===== src/rtl/nibble_serial_adder_if.sv =====
// Handshake bundle for nibble_serial_adder: operand side and result side.
// ovf exists only when NIBBLE_SERIAL_OVF_EN is defined.
interface nibble_serial_adder_if #(
    parameter int WIDTH = 16
);
    logic             in_valid;
    logic             in_ready;
    logic [WIDTH-1:0] a;
    logic [WIDTH-1:0] b;
    logic             c_in;
    logic             out_valid;
    logic             out_ready;
    logic [WIDTH-1:0] sum;
    logic             c_out;
`ifdef NIBBLE_SERIAL_OVF_EN
    logic             ovf;

    modport master (
        output in_valid, a, b, c_in, out_ready,
        input  in_ready, out_valid, sum, c_out, ovf
    );

    modport slave (
        input  in_valid, a, b, c_in, out_ready,
        output in_ready, out_valid, sum, c_out, ovf
    );
`else
    modport master (
        output in_valid, a, b, c_in, out_ready,
        input  in_ready, out_valid, sum, c_out
    );

    modport slave (
        input  in_valid, a, b, c_in, out_ready,
        output in_ready, out_valid, sum, c_out
    );
`endif
endinterface


===== src/rtl/nibble_serial_adder.sv =====
// Multi-cycle WIDTH-bit adder: one 4-bit ripple slice reused per nibble.
// Optional signed overflow flag under NIBBLE_SERIAL_OVF_EN.
module nibble_serial_adder #(
    parameter int WIDTH = 16
) (
    input logic                 clk,
    input logic                 reset,
    nibble_serial_adder_if.slave bus
);
    localparam int NIB = WIDTH / 4;
    localparam int KW  = (NIB > 1) ? $clog2(NIB) : 1;

    typedef enum logic [1:0] {
        IDLE,
        ADD,
        DONE
    } state_t;

    state_t state_q;
    state_t state_d;

    logic [WIDTH-1:0] a_q;
    logic [WIDTH-1:0] b_q;
    logic [WIDTH-1:0] sum_q;
    logic [KW-1:0]    k_q;
    logic             carry_q;
    logic             c_out_q;
    logic             in_ready;
    logic             out_valid;
    logic             last;

    logic [KW+1:0]    sh;
    logic [WIDTH-1:0] a_sh;
    logic [WIDTH-1:0] b_sh;
    logic [3:0]       nib_a;
    logic [3:0]       nib_b;
    logic [3:0]       slice_s;
    logic             slice_c;
    logic [WIDTH-1:0] nib_mask;
    logic [WIDTH-1:0] sum_next;

`ifdef NIBBLE_SERIAL_OVF_EN
    logic             c_msb;
    logic             ovf_q;
`endif

    assign last = (k_q == KW'(NIB - 1));

    // Select the active nibble by shifting, so no variable part-select is needed.
    assign sh    = {k_q, 2'b00};
    assign a_sh  = a_q >> sh;
    assign b_sh  = b_q >> sh;
    assign nib_a = a_sh[3:0];
    assign nib_b = b_sh[3:0];

    always_comb begin
        logic cy;
        cy = carry_q;
`ifdef NIBBLE_SERIAL_OVF_EN
        c_msb = 1'b0;
`endif
        for (int i = 0; i < 4; i++) begin
`ifdef NIBBLE_SERIAL_OVF_EN
            if (i == 3) c_msb = cy;
`endif
            slice_s[i] = nib_a[i] ^ nib_b[i] ^ cy;
            cy = (nib_a[i] & nib_b[i]) | (cy & (nib_a[i] ^ nib_b[i]));
        end
        slice_c = cy;
    end

    assign nib_mask = WIDTH'(4'hF) << sh;
    assign sum_next = (sum_q & ~nib_mask) | (WIDTH'(slice_s) << sh);

    always_ff @(posedge clk) begin
        if (reset) state_q <= IDLE;
        else       state_q <= state_d;
    end

    always_comb begin
        state_d   = state_q;
        in_ready  = 1'b0;
        out_valid = 1'b0;
        unique case (state_q)
            IDLE: begin
                in_ready = 1'b1;
                if (bus.in_valid) state_d = ADD;
            end
            ADD: begin
                if (last) state_d = DONE;
            end
            DONE: begin
                out_valid = 1'b1;
                if (bus.out_ready) state_d = IDLE;
            end
            default: state_d = IDLE;
        endcase
    end

    always_ff @(posedge clk) begin
        if (reset) begin
            a_q     <= '0;
            b_q     <= '0;
            sum_q   <= '0;
            k_q     <= '0;
            carry_q <= 1'b0;
            c_out_q <= 1'b0;
`ifdef NIBBLE_SERIAL_OVF_EN
            ovf_q   <= 1'b0;
`endif
        end else begin
            unique case (state_q)
                IDLE: begin
                    if (bus.in_valid) begin
                        a_q     <= bus.a;
                        b_q     <= bus.b;
                        carry_q <= bus.c_in;
                        k_q     <= '0;
                    end
                end
                ADD: begin
                    sum_q   <= sum_next;
                    carry_q <= slice_c;
                    k_q     <= k_q + 1'b1;
                    if (last) begin
                        c_out_q <= slice_c;
`ifdef NIBBLE_SERIAL_OVF_EN
                        ovf_q   <= c_msb ^ slice_c;
`endif
                    end
                end
                default: ;
            endcase
        end
    end

    assign bus.in_ready  = in_ready;
    assign bus.out_valid = out_valid;
    assign bus.sum       = sum_q;
    assign bus.c_out     = c_out_q;
`ifdef NIBBLE_SERIAL_OVF_EN
    assign bus.ovf       = ovf_q;
`endif

endmodule


===== src/flat_wrapper.sv =====
// flat-port wrapper written by rule: the top's interface ports become plain ports
module nibble_serial_adder_flat 
#(
    parameter int WIDTH = 16
)
  (clk, reset, bus_in_valid, bus_a, bus_b, bus_c_in, bus_out_ready, bus_in_ready, bus_out_valid, bus_sum, bus_c_out);
  nibble_serial_adder_if #(.WIDTH(WIDTH)) bus_i ();
  input logic clk;
  input logic reset;
  input wire logic [$bits(bus_i.in_valid)-1:0] bus_in_valid;
  input wire logic [$bits(bus_i.a)-1:0] bus_a;
  input wire logic [$bits(bus_i.b)-1:0] bus_b;
  input wire logic [$bits(bus_i.c_in)-1:0] bus_c_in;
  input wire logic [$bits(bus_i.out_ready)-1:0] bus_out_ready;
  output wire logic [$bits(bus_i.in_ready)-1:0] bus_in_ready;
  output wire logic [$bits(bus_i.out_valid)-1:0] bus_out_valid;
  output wire logic [$bits(bus_i.sum)-1:0] bus_sum;
  output wire logic [$bits(bus_i.c_out)-1:0] bus_c_out;
  assign bus_i.in_valid = bus_in_valid;
  assign bus_i.a = bus_a;
  assign bus_i.b = bus_b;
  assign bus_i.c_in = bus_c_in;
  assign bus_i.out_ready = bus_out_ready;
  assign bus_in_ready = bus_i.in_ready;
  assign bus_out_valid = bus_i.out_valid;
  assign bus_sum = bus_i.sum;
  assign bus_c_out = bus_i.c_out;
  nibble_serial_adder #(.WIDTH(WIDTH)) u_core (.clk(clk), .reset(reset), .bus(bus_i));
endmodule

===== config.mk =====
export PLATFORM = sky130hd
export DESIGN_NAME = nibble_serial_adder_flat
export DESIGN_NICKNAME = d
export VERILOG_FILES = /design/src/rtl/nibble_serial_adder_if.sv /design/src/rtl/nibble_serial_adder.sv /design/src/flat_wrapper.sv
export SDC_FILE = /design/constraint.sdc
export NUM_CORES = 1
export LEC_CHECK = 0
export BUFFER_PORTS_ARGS = -buffer_cell sky130_fd_sc_hd__buf_2
export CORE_MARGIN = 2
export CORE_UTILIZATION = 50
export DETAILED_ROUTE_END_ITERATION = 8
export PLACE_DENSITY = 0.75
export SYNTH_ARGS = -nofsm -noshare
export SYNTH_HDL_FRONTEND = slang
export SYNTH_SLANG_ARGS = --single-unit

===== constraint.sdc =====
create_clock -name clk -period 5.1 [get_ports clk]
set_input_delay 1.275 -clock clk [delete_from_list [all_inputs] [get_ports clk]]
set_output_delay 1.275 -clock clk [all_outputs]
set_load 0.02 [all_outputs]

# ---- After elaboration in Yosys (flattened, before gate mapping)
# Cells that the tools add are included.
dict set report classes {
  bitwise 23
  eq_ne 6
  add_sub_neg 1
  n_shift 4
  n_reduce_logical 6
  mux 10
}
# operator count
set ops {}
lappend ops {{16-bit by 4-bit right shift with 4-bit output} 2}
lappend ops {{16-bit AND} 1}
lappend ops {{16-bit NOT} 1}
lappend ops {{16-bit bitwise OR} 1}
lappend ops {{4-bit by 4-bit left shift with 16-bit output} 1}
lappend ops {{4-bit by 4-bit left shift with 16-bit output, first input constant} 1}
lappend ops {{1-bit AND} 8}
lappend ops {{2-bit 2-to-1 mux} 4}
lappend ops {{1-bit bitwise XOR} 8}
lappend ops {{2-bit one-hot mux with 3 select lines} 1}
lappend ops {{2-bit AND reduction} 3}
lappend ops {{2-bit equality test, second input constant} 2}
lappend ops {{2-bit != test, second input constant} 2}
lappend ops {{1-bit bitwise OR} 4}
lappend ops {{2-bit one-hot mux with 2 select lines} 1}
lappend ops {{1-bit 2-to-1 mux} 3}
lappend ops {{3-bit AND reduction} 1}
lappend ops {{2-bit by 1-bit adder with 2-bit output, second input constant} 1}
lappend ops {{2-bit by 1-bit equality test with 1-bit output, second input constant} 1}
lappend ops {{2-bit logical NOT} 1}
lappend ops {{2-bit by 1-bit != test with 1-bit output, second input constant} 1}
lappend ops {{1-bit one-hot mux with 2 select lines} 1}
lappend ops {{2-bit nonzero test} 1}
dict set report word_totals {
  out_inout_bits 19
  word_cells 57
  regBits 54
}

# ---- Logic depth before layout (Yosys ltp)
# Gate-level depths: netlist of the first run.
dict set report depth {
  word_depth 11
  mapped_depth 14
}

# ---- Worst setup path before layout of the first run
# Ideal clock, no wire load.
dict set report synth_timing {
  kind {flip-flop to flip-flop}
  from {register u_core.k_q[0]}
  to {register u_core.sum_q[11] (netlist: u_core.bus.sum[11])}
  n_path_buf 2
  t_arrival_ps 2623
  slack_ps 2349
  t_required_ps 4972
  stages_incl_launch_ff 11
  setup_ps 128
  synth_period_minus_slack_ps 2751
  cell_sequence {dfxtp_1 buf_6 buf_2 mux4_2 fa_1 inv_1 fa_1 inv_1 fa_1 a22oi_1 nor2_1}
}
dict set report synth_between {
  elab_chain_cells 11
}
# element line_no
set synth_rtl {}
lappend synth_rtl {{start: declaration} nibble_serial_adder.sv:25} ;# logic [KW-1:0] k_q;
lappend synth_rtl {{start signal: assignment} nibble_serial_adder.sv:124} ;# k_q <= k_q + 1'b1;
lappend synth_rtl {{16-bit by 4-bit right shift with 4-bit output (on tied branches)} {nibble_serial_adder.sv:51, nibble_serial_adder.sv:52}}
lappend synth_rtl {{1-bit bitwise XOR} nibble_serial_adder.sv:67} ;# cy = (nib_a[i] & nib_b[i]) | (cy & (nib_a[i] ^ nib_b[i]));
lappend synth_rtl {{1-bit AND} nibble_serial_adder.sv:67}
lappend synth_rtl {{1-bit bitwise OR} nibble_serial_adder.sv:67}
lappend synth_rtl {{1-bit AND} nibble_serial_adder.sv:67}
lappend synth_rtl {{1-bit bitwise OR} nibble_serial_adder.sv:67}
lappend synth_rtl {{1-bit AND} nibble_serial_adder.sv:67}
lappend synth_rtl {{1-bit bitwise OR} nibble_serial_adder.sv:67}
lappend synth_rtl {{1-bit bitwise XOR} nibble_serial_adder.sv:66} ;# slice_s[i] = nib_a[i] ^ nib_b[i] ^ cy;
lappend synth_rtl {{4-bit by 4-bit left shift with 16-bit output} nibble_serial_adder.sv:73} ;# assign sum_next = (sum_q & ~nib_mask) | (WIDTH'(slice_s) << sh);
lappend synth_rtl {{16-bit bitwise OR (*)} nibble_serial_adder.sv:73}
lappend synth_rtl {{end signal: assignment} nibble_serial_adder.sv:122} ;# sum_q <= sum_next;
lappend synth_rtl {{end: declaration} nibble_serial_adder.sv:24} ;# logic [WIDTH-1:0] sum_q;
# Every way passes the cells marked *; elsewhere a longest branch is shown, timed or not.
# A chain may end at the register's enable or synchronous reset.

# ---- Worst setup path in the final report of the first run
dict set report layout_timing {
  from {register u_core.k_q[0]}
  to {register u_core.sum_q[15] (netlist: u_core.bus.sum[15])}
}
# The elaborated chain is that of the path after synthesis.

==> results of run 1 <==
[area by class of cell]
| class | count | share of cell area |
|---|---|---|
| multi-input combinational | 143 | 0.4309 |
| sequential | 54 | 0.3943 |
| timing repair buffer | 56 | 0.1031 |
| clock buffer | 6 | 0.02647 |
| tap | 54 | 0.02465 |
| inverter | 13 | 0.01780 |
| clock inverter | 1 | 0.002738 |
[state kept, by name, summed over array words and instances (netlist names)]
register,flops
u_core.a_q,16
u_core.bus.sum,16
u_core.state_q,2
u_core.b_q,16
u_core.bus.c_out,1
u_core.k_q,2
u_core.carry_q,1
[metal layers]
metal / global-route usage / vias up / part of all wire
met3: 0.03567 / 5 / 0.042
met2: 0.2728 / 40 / 0.47
met1: 0.2616 / 797 / 0.48
li1: - / 875 / -
met4: 0.06061 / 0 / 0.0095
met5: 0 / - / 0
[cells by family after synthesis]
group | count (synthesis)
AO/OA/AOI/OAI | 22
adder cells (fa/ha/maj) | 8
flip-flops | 54
AND/OR/NAND/NOR | 71
multiplexers | 42
buffers and inverters | 29
[Yosys cell counts]
library cell  count
fa_1              4
nand4b_1          1
nor4bb_1          1
nand3b_1          4
buf_2             4
o221a_2           1
mux2i_1          34
buf_6             5
a2bb2oi_1         8
nor2b_1           2
ha_1              4
dfxtp_1          54
or4b_4            1
inv_1            13
nand2b_1          1
clkbuf_1          6
nand4bb_1         2
nor2_1           53
a21oi_1           3
nor3_1            1
a22oi_1           8
and4b_1           1
nor4b_2           1
and4bb_2          1
nand2_1           1
nor3b_1           1
buf_4             1
mux4_2            8
o21ai_0           1
a211oi_1          1
[power by group]
group	switching, uW	leakage [uW]	internal (uW)
sequential	21.0	0.000441	443
combinational	61.3	0.000722	67.6
clock	128	0.0000373	94.4
[per-stage QoR]
stage / hold WS (ps) / setup slack [ps] / power [uW] / util / instance area (sq um)
final: 494.1 / 1617 / 815.9 / 0.5843 / 2741
after global routing: 527.5 / 1331 / 857.4 / 0.5843 / 2741
after CTS: 492.0 / 1585 / 824.9 / 0.5843 / 2741
after detailed placement: 469.8 / 1595 / 604.1 / 0.5672 / 2661
after global placement: 469.2 / 1750 / 600.9 / 0.5672 / 2661
after floorplan: 454.6 / 2349 / 568.8 / - / 2412
[path summary, 6_finish.rpt]
check | cells past startpoint | end
hold reg to reg | 2 | u_core.bus.sum[12]
setup reg to reg | 11 | u_core.bus.sum[15]
hold / removal | 2 | u_core.bus.sum[12]
setup / recovery | 11 | u_core.bus.sum[15]
[worst max-delay path: cells and delay by family (launching register included)]
kind / cells / cell delay (ps)
flip-flops: 1 / 980
buffers and inverters: 4 / 270
multiplexers: 1 / 610
adder cells (fa/ha/maj): 4 / 1210
AND/OR/NAND/NOR: 1 / 60
AO/OA/AOI/OAI: 1 / 210
==> impl_metrics.ini, run 1 <==
[sta]
period_minus_slack_ps = 3483
max_freq_mhz = 287.1
tns_ps = 0
rsz0062_at_grt = false
worstMarginPinSlew_ps = 993.0
fin_skew_ps = 7.599
worst_slew_margin_rel = 0.3371
finalHoldViolations = 0
layout_worst_path_cycle_share = 0.6830
setup_viol = 0
slew_viol_final = 0

[final_layout]
fillCellCount = 400
antenna_cells = 0
register_area_sq_mm = 0.001081
nets = 318
multi_input_area_sq_mm = 0.001181
syn_to_final_growth_pct = 13.64
fin_cells = 327
drive_gt1_frac = 0.2747
layout_common_cells = buf_2, dfxtp_1, nor2_1
mostFrequentLayoutCell = buf_2

[route]
drc = 0
wl_per_cell_um = 13.80
firstDrtPassIters = 4
wirelength_um = 4512
first_iter_violations = 98
ant_nets = 0
drt-vias-per-instance = 5.251
vias = 1717

[synth]
yosys.area_share.simple = 0.1478
synthMuxAreaShare = 0.2158
synth_compound_area_frac = 0.07002
synth_seq_cells = 54
netlist.area_leader.share = 0.4481
synthCells = 226
synth_area_leaders = dfxtp_1, mux2i_1, nor2_1, mux4_2, fa_1
yosys_warnings = 0
synth_adder_area_share = 0.05394
synth_nets = 271
synth_xor_area_frac = 0
synth.distinct_cells = 30
ys_seq_area_frac = 0.4481
synth_top_cell_by_area = dfxtp_1
synth_top_family_by_area = multiplexers
avgSynthCellArea_sq_um = 10.67
syn-cell-area_sq_mm = 0.002412

[grt]
grt_antenna_before_repair = 0
grt_max_degree = 55
grt.total_usage = 0.1813
grt_pass1_wl_um = 7645
grt_overflow = 0
grt_pass1_vias = 1614

[worst_setup_path]
crit_required_ps = 5250
crit_type = reg2reg
startpoint = u_core.k_q[0]
critPathMaxFanout = 21
reg2reg_slack_ps = 1620
slowest_stage = dfxtp_1
endpoint_kind = flop
critPathMaxStageDelay_ps = 980
crit_chain = mux4_2 -> inv_1 -> fa_1 -> inv_1 -> fa_1 -> inv_1 -> fa_1 -> inv_1 -> fa_1 -> a22oi_1 -> nor2_1
worst_ep_arrival_time_ps = 3640
rr_startpoint = u_core.k_q[0]
start_kind = flop

[floorplanning]
core_sq_mm = 0.004692
die_y_um = 73.46
ios = 56
dieArea_sq_mm = 0.005396
initial_core_util = 0.5141
fp.dieW_um = 73.46
num_rows = 25

[clock_tree]
cts_sinks = 54
htree_num_levels = 2
root_buffer = clkbuf_8
holdBufCountCts = 0
clk_pin_slew_ps = 80
numCtsBuffers = 5
clockBufferDepth = 2
postCtsSetupRepairBufs = 0
clk_latency_ps = 300
cts_tree = built
cts_resized = 0

[placed_design]
portBuffers = 55
dp_cells = 320
dp_hpwl_um = 3120
place_congestion = 0.7478

[job]
maxCapViolCount = 0

[pwr]
vdd.ir_drop.worst_uv = 226.5
power_density_mw_per_mm2 = 297.6
p_leak_uw = 0.001201

[min_path]
hp-start = u_core.bus.sum[12]
min_path_type = reg2reg

[run_status]
outcome = complete, no violations
(Power assumes the default switching activity.)
==> run 2: changes to the inputs <==
- CORE_UTILIZATION: 50 -> 48
- clock period: 5.1 -> 3.2 ns (I/O delays scaled with it)
==> run 2 against run 1 <==
  * Die area rose by 3.9%
  * Combinational power rose by 69%
  * Wire length rose by 3.3%
  * Critical path type unchanged
  * Critical endpoint is now u_core.bus.sum[7]
  * Largest cell class unchanged
  * Highest routed layer unchanged
==> impl_metrics.ini, run 2 (synthesis results as in run 1) <==
[clock_tree]
holdBufCountCts = 0
htree_num_levels = 2
cts_sinks = 54
clockBufferDepth = 2
numCtsBuffers = 5
clk_latency_ps = 300
cts_tree = built
root_buffer = clkbuf_8
cts_resized = 0
postCtsSetupRepairBufs = 0
clk_pin_slew_ps = 100

[worst_setup_path]
critPathMaxFanout = 4
ff2ff_path_depth = 11
critPathMaxStageDelay_ps = 530
rr_startpoint = u_core.k_q[0]
crit_type = reg2reg
crit_chain = mux4_2 -> inv_1 -> fa_1 -> inv_1 -> fa_1 -> inv_1 -> fa_1 -> inv_1 -> fa_1 -> a22oi_1 -> nor2_1
r2r-end = u_core.bus.sum[7]
crit_required_ps = 3400
critical-path-top-delay-family = adder cells
endpoint_kind = flop
critPathBufInv = 4
start_kind = flop
reg2reg_slack_ps = 410
slowest_stage = mux4_2
worst_ep_arrival_time_ps = 2990

[pwr]
power_frac_comb = 0.165
seqPwrFrac = 0.552
vdd.ir_drop.worst_uv = 362.7
power_switching_uw = 353.8
p_leak_uw = 0.001229
clkPwrFrac = 0.283
switching_share = 0.2669
power_density_mw_per_mm2 = 473.9
p_int_uw = 972.1

[sta]
fin_skew_ps = 7.921
rsz0062_at_grt = false
max_freq_mhz = 358.3
slew_viol_final = 0
tns_ps = 0
layout_worst_path_cycle_share = 0.8721
worstMarginPinSlew_ps = 677.1
worst_slew_margin_rel = 0.5486
finalHoldViolations = 0
setup_viol = 0
period_minus_slack_ps = 2791

[floorplanning]
ios = 56
dieArea_sq_mm = 0.005609
initial_core_util = 0.5041
die_y_um = 74.89
core_sq_mm = 0.004786
num_rows = 25
fp.dieW_um = 74.89

[job]
maxCapViolCount = 0

[grt]
grt.total_usage = 0.1846
grt_overflow = 0
grt_antenna_before_repair = 0
grt_max_degree = 39
grt_pass1_vias = 1644
grt_pass1_wl_um = 7935

[placed_design]
place_congestion = 0.7894
placement.cell_area_sq_mm = 0.002708
portBuffers = 55
dp_hpwl_um = 3373

[route]
ant_nets = 0
vias = 1774
drc = 0
first_iter_violations = 122
wl_per_cell_um = 13.52
wirelength_um = 4663
firstDrtPassIters = 4
drt-vias-per-instance = 5.142

[final_layout]
antenna_cells = 0
nets = 322
layout_common_cells = buf_2, dfxtp_1, nor2_1
syn_to_final_growth_pct = 15.97
mostFrequentLayoutCell = buf_2
drive_gt1_frac = 0.2914
stdcell_area_sq_mm = 0.002798

[min_path]
hold_depth = 2
min_path_type = reg2reg
whs_endpoint = u_core.bus.sum[14]
hp-start = u_core.bus.sum[14]

[run_status]
outcome = complete, no violations
-- run 2: cell types whose count changed in the layout (fill, tap and decap cells not counted) --
cell	change
buf_4	+4
clkbuf_1	-1
clkinv_2	+1
clkinv_4	+1
-- run 2: power groups by stage --
stage / Sequential, uW / Clock (uW) / Combinational, uW
6_report: 732 / 375 / 218
5_1_grt: 737 / 415 / 242
4_1_cts: 732 / 384 / 223
3_5_place_dp: 747 / 0 / 222
3_3_place_gp: 747 / 0 / 216
2_1_floorplan: 743 / 0 / 163
-- run 2: routing by layer --
metal	track usage	vias to the layer above	wire length [um]
met5	0	-	0
met4	0.04167	0	23
met3	0.04150	2	221
met2	0.2904	44	2155
met1	0.2615	850	2262
li1	-	878	-
-- run 2: worst max-delay path by stage --
| stage | startpoint | endpoint | slack [ps] | depth (start not counted) |
|---|---|---|---|---|
| after floorplan | u_core.k_q[0] | u_core.bus.sum[11] | 450 | 10 |
| after global placement | u_core.k_q[0] | u_core.bus.sum[11] | 530 | 11 |
| after detailed placement | u_core.k_q[0] | u_core.bus.sum[7] | 440 | 11 |
| after CTS | u_core.k_q[0] | u_core.bus.sum[7] | 400 | 11 |
| after global routing | u_core.k_q[0] | u_core.bus.sum[15] | 240 | 11 |
| final | u_core.k_q[0] | u_core.bus.sum[7] | 410 | 11 |
-- run 2: worst reg2reg max path, stage by stage, from the launching register on --
cell and delay [ps]:
dfxtp_1 450, mux4_2 530, inv_1 90, fa_1 160, inv_1 50, fa_1 360
inv_1 80, fa_1 150, inv_1 50, fa_1 510, a22oi_1 200, nor2_1 60
-- run 2: layout make-up --
class | instances | area, sq um
Sequential cell | 54 | 1081
Fill cell | 443 | 1988
Clock inverter | 3 | 21.27
Inverter | 13 | 48.80
Multi-Input combinational cell | 143 | 1181
Tap cell | 67 | 83.83
Clock buffer | 5 | 68.82
Timing Repair Buffer | 60 | 312.8
-- run 2: metrics by stage --
stage,std cells,util,power [uW],setup slack (ps),hold WS (ps)
after floorplan,226,-,906.5,449.0,454.6
after global placement,337,0.5658,963.0,530.1,464.3
after detailed placement,337,0.5658,968.6,442.2,474.2
after CTS,345,0.5846,1339,397.9,498.4
after global routing,345,0.5846,1394,236.5,519.6
final,345,0.5846,1326,409.2,490.5
==> run 3: changes to the inputs <==
==> constraint.sdc (replaced) <==
create_clock -name clk -period 3.2 [get_ports clk]
set_input_delay 0.64 -clock clk [delete_from_list [all_inputs] [get_ports clk]]
set_output_delay 0.64 -clock clk [all_outputs]
set_load 0.02 [all_outputs]
==> run 3 against run 2 <==
  * Cell area increased by 0.13%
  * Wire length increased by 0.39%
  * Sequential cell count unchanged
  * Via count decreased by 0.45%
  * Combinational power about the same
  * Global-route usage decreased by 0.24 points
  * Non-clock buffer count unchanged
  * Clock skew decreased by 1.3 ps
  * Final cell count unchanged
  * Largest cell class unchanged
  * First-iteration DRC count decreased by 24%
  * Power increased by 1.4%
==> impl_metrics.ini, run 3 (synthesis results as in run 1) <==
[pwr]
power_frac_comb = 0.164
seqPwrFrac = 0.544
switching_share = 0.2735
power_density_mw_per_mm2 = 479.9
p_int_uw = 976.7
clkPwrFrac = 0.292
p_leak_uw = 0.001229
vdd.ir_drop.worst_uv = 428.4
power_switching_uw = 367.8

[worst_setup_path]
critical-path-top-delay-family = adder cells
slowest_stage = mux4_2
reg2reg_slack_ps = 420
endpoint_kind = flop
worst_ep_arrival_time_ps = 2990
start_kind = flop
critPathMaxStageDelay_ps = 530
crit_chain = mux4_2 -> inv_1 -> fa_1 -> inv_1 -> fa_1 -> inv_1 -> fa_1 -> inv_1 -> fa_1 -> a22oi_1 -> nor2_1
crit_required_ps = 3410
crit_type = reg2reg
critPathBufInv = 4
critPathMaxFanout = 4

[placed_design]
portBuffers = 55
dp_hpwl_um = 3342
place_congestion = 0.7905
dp_slack_ps = 443.1

[clock_tree]
clk_pin_slew_ps = 100
root_buffer = clkbuf_8
cts_resized = 0
cts_sinks = 54
clockBufferDepth = 2
htree_num_levels = 2
holdBufCountCts = 0
cts_tree = built
postCtsSetupRepairBufs = 0
clk_latency_ps = 310
numCtsBuffers = 5

[floorplanning]
die_y_um = 74.89
num_rows = 25
core_sq_mm = 0.004786
initial_core_util = 0.5041
ios = 56
dieArea_sq_mm = 0.005609
fp.dieW_um = 74.89

[sta]
slew_viol_final = 0
layout_worst_path_cycle_share = 0.8675
worst_slew_margin_rel = 0.5316
rsz0062_at_grt = false
period_minus_slack_ps = 2776
worstMarginPinSlew_ps = 702.6
finalHoldViolations = 0
fin_skew_ps = 6.597
finalWorstSetupSlack_ps = 424.1
tns_ps = 0
max_freq_mhz = 360.2
setup_viol = 0

[grt]
grt_pass1_vias = 1631
grt_antenna_before_repair = 0
grt_overflow = 0
grt_max_degree = 40
grt_pass1_wl_um = 7707
grt.total_usage = 0.1822

[final_layout]
register_area_sq_mm = 0.001081
nets = 322
drive_gt1_frac = 0.2914
antenna_cells = 0
syn_to_final_growth_pct = 16.13
layout_common_cells = buf_2, dfxtp_1, nor2_1
multi_input_area_sq_mm = 0.001181
mostFrequentLayoutCell = buf_2
fillCellCount = 408

[route]
first_iter_violations = 93
ant_nets = 0
drc = 0
firstDrtPassIters = 4
drt-vias-per-instance = 5.119
wirelength_um = 4681
wl_per_cell_um = 13.57
vias = 1766

[job]
maxCapViolCount = 0

[run_status]
outcome = complete, no violations

[min_path]
min_path_type = reg2reg
run 3: per-stage QoR:
step | instance area [sq um] | hold slack, ps | utilization | total power [uW] | instances
6_report | 2801 | 495.1 | 0.5854 | 1344 | 345
2_1_floorplan | 2412 | 454.6 | - | 906.5 | 226
4_1_cts | 2801 | 499.3 | 0.5854 | 1361 | 345
3_3_place_gp | 2708 | 464.9 | 0.5658 | 962.9 | 337
3_5_place_dp | 2708 | 474.2 | 0.5658 | 969.9 | 337
5_1_grt | 2801 | 521.6 | 0.5854 | 1412 | 345
run 3: worst reg2reg max path, stage by stage, from the launching register on:
cell     delay, ps
dfxtp_1        440
mux4_2         530
inv_1           90
fa_1           170
inv_1           50
fa_1           360
inv_1           70
fa_1           160
inv_1           50
fa_1           510
a22oi_1        190
nor2_1          60
run 3: cell type report:
class                           instances  share of cell area
Multi-Input combinational cell        143              0.4216
Sequential cell                        54              0.3859
Timing Repair Buffer                   60              0.1117
Tap cell                               67             0.02992
Clock buffer                            5             0.02456
Inverter                               13             0.01742
Clock inverter                          3            0.008933
run 3: path summary, 6_finish.rpt:
path | end | cells after the start | start
hold reg to reg | u_core.bus.sum[10] | 2 | u_core.bus.sum[10]
setup reg to reg | u_core.bus.sum[11] | 11 | u_core.k_q[0]
hold / removal | u_core.bus.sum[10] | 2 | u_core.bus.sum[10]
setup / recovery | u_core.bus.sum[11] | 11 | u_core.k_q[0]
run 3: power groups by stage:
stage          clock network, uW  logic (uW)  registers [uW]
2_1_floorplan                  0         163             743
3_3_place_gp                   0         216             747
3_5_place_dp                   0         223             747
4_1_cts                      406         224             732
5_1_grt                      434         242             736
6_report                     393         220             732
run 3: layer usage:
metal	GRT usage	wire, um	vias to the layer above
li1	-	-	890
met1	0.2519	2236	815
met2	0.2749	2102	53
met3	0.05489	261	8
met4	0.05952	80	0
met5	0	0	-
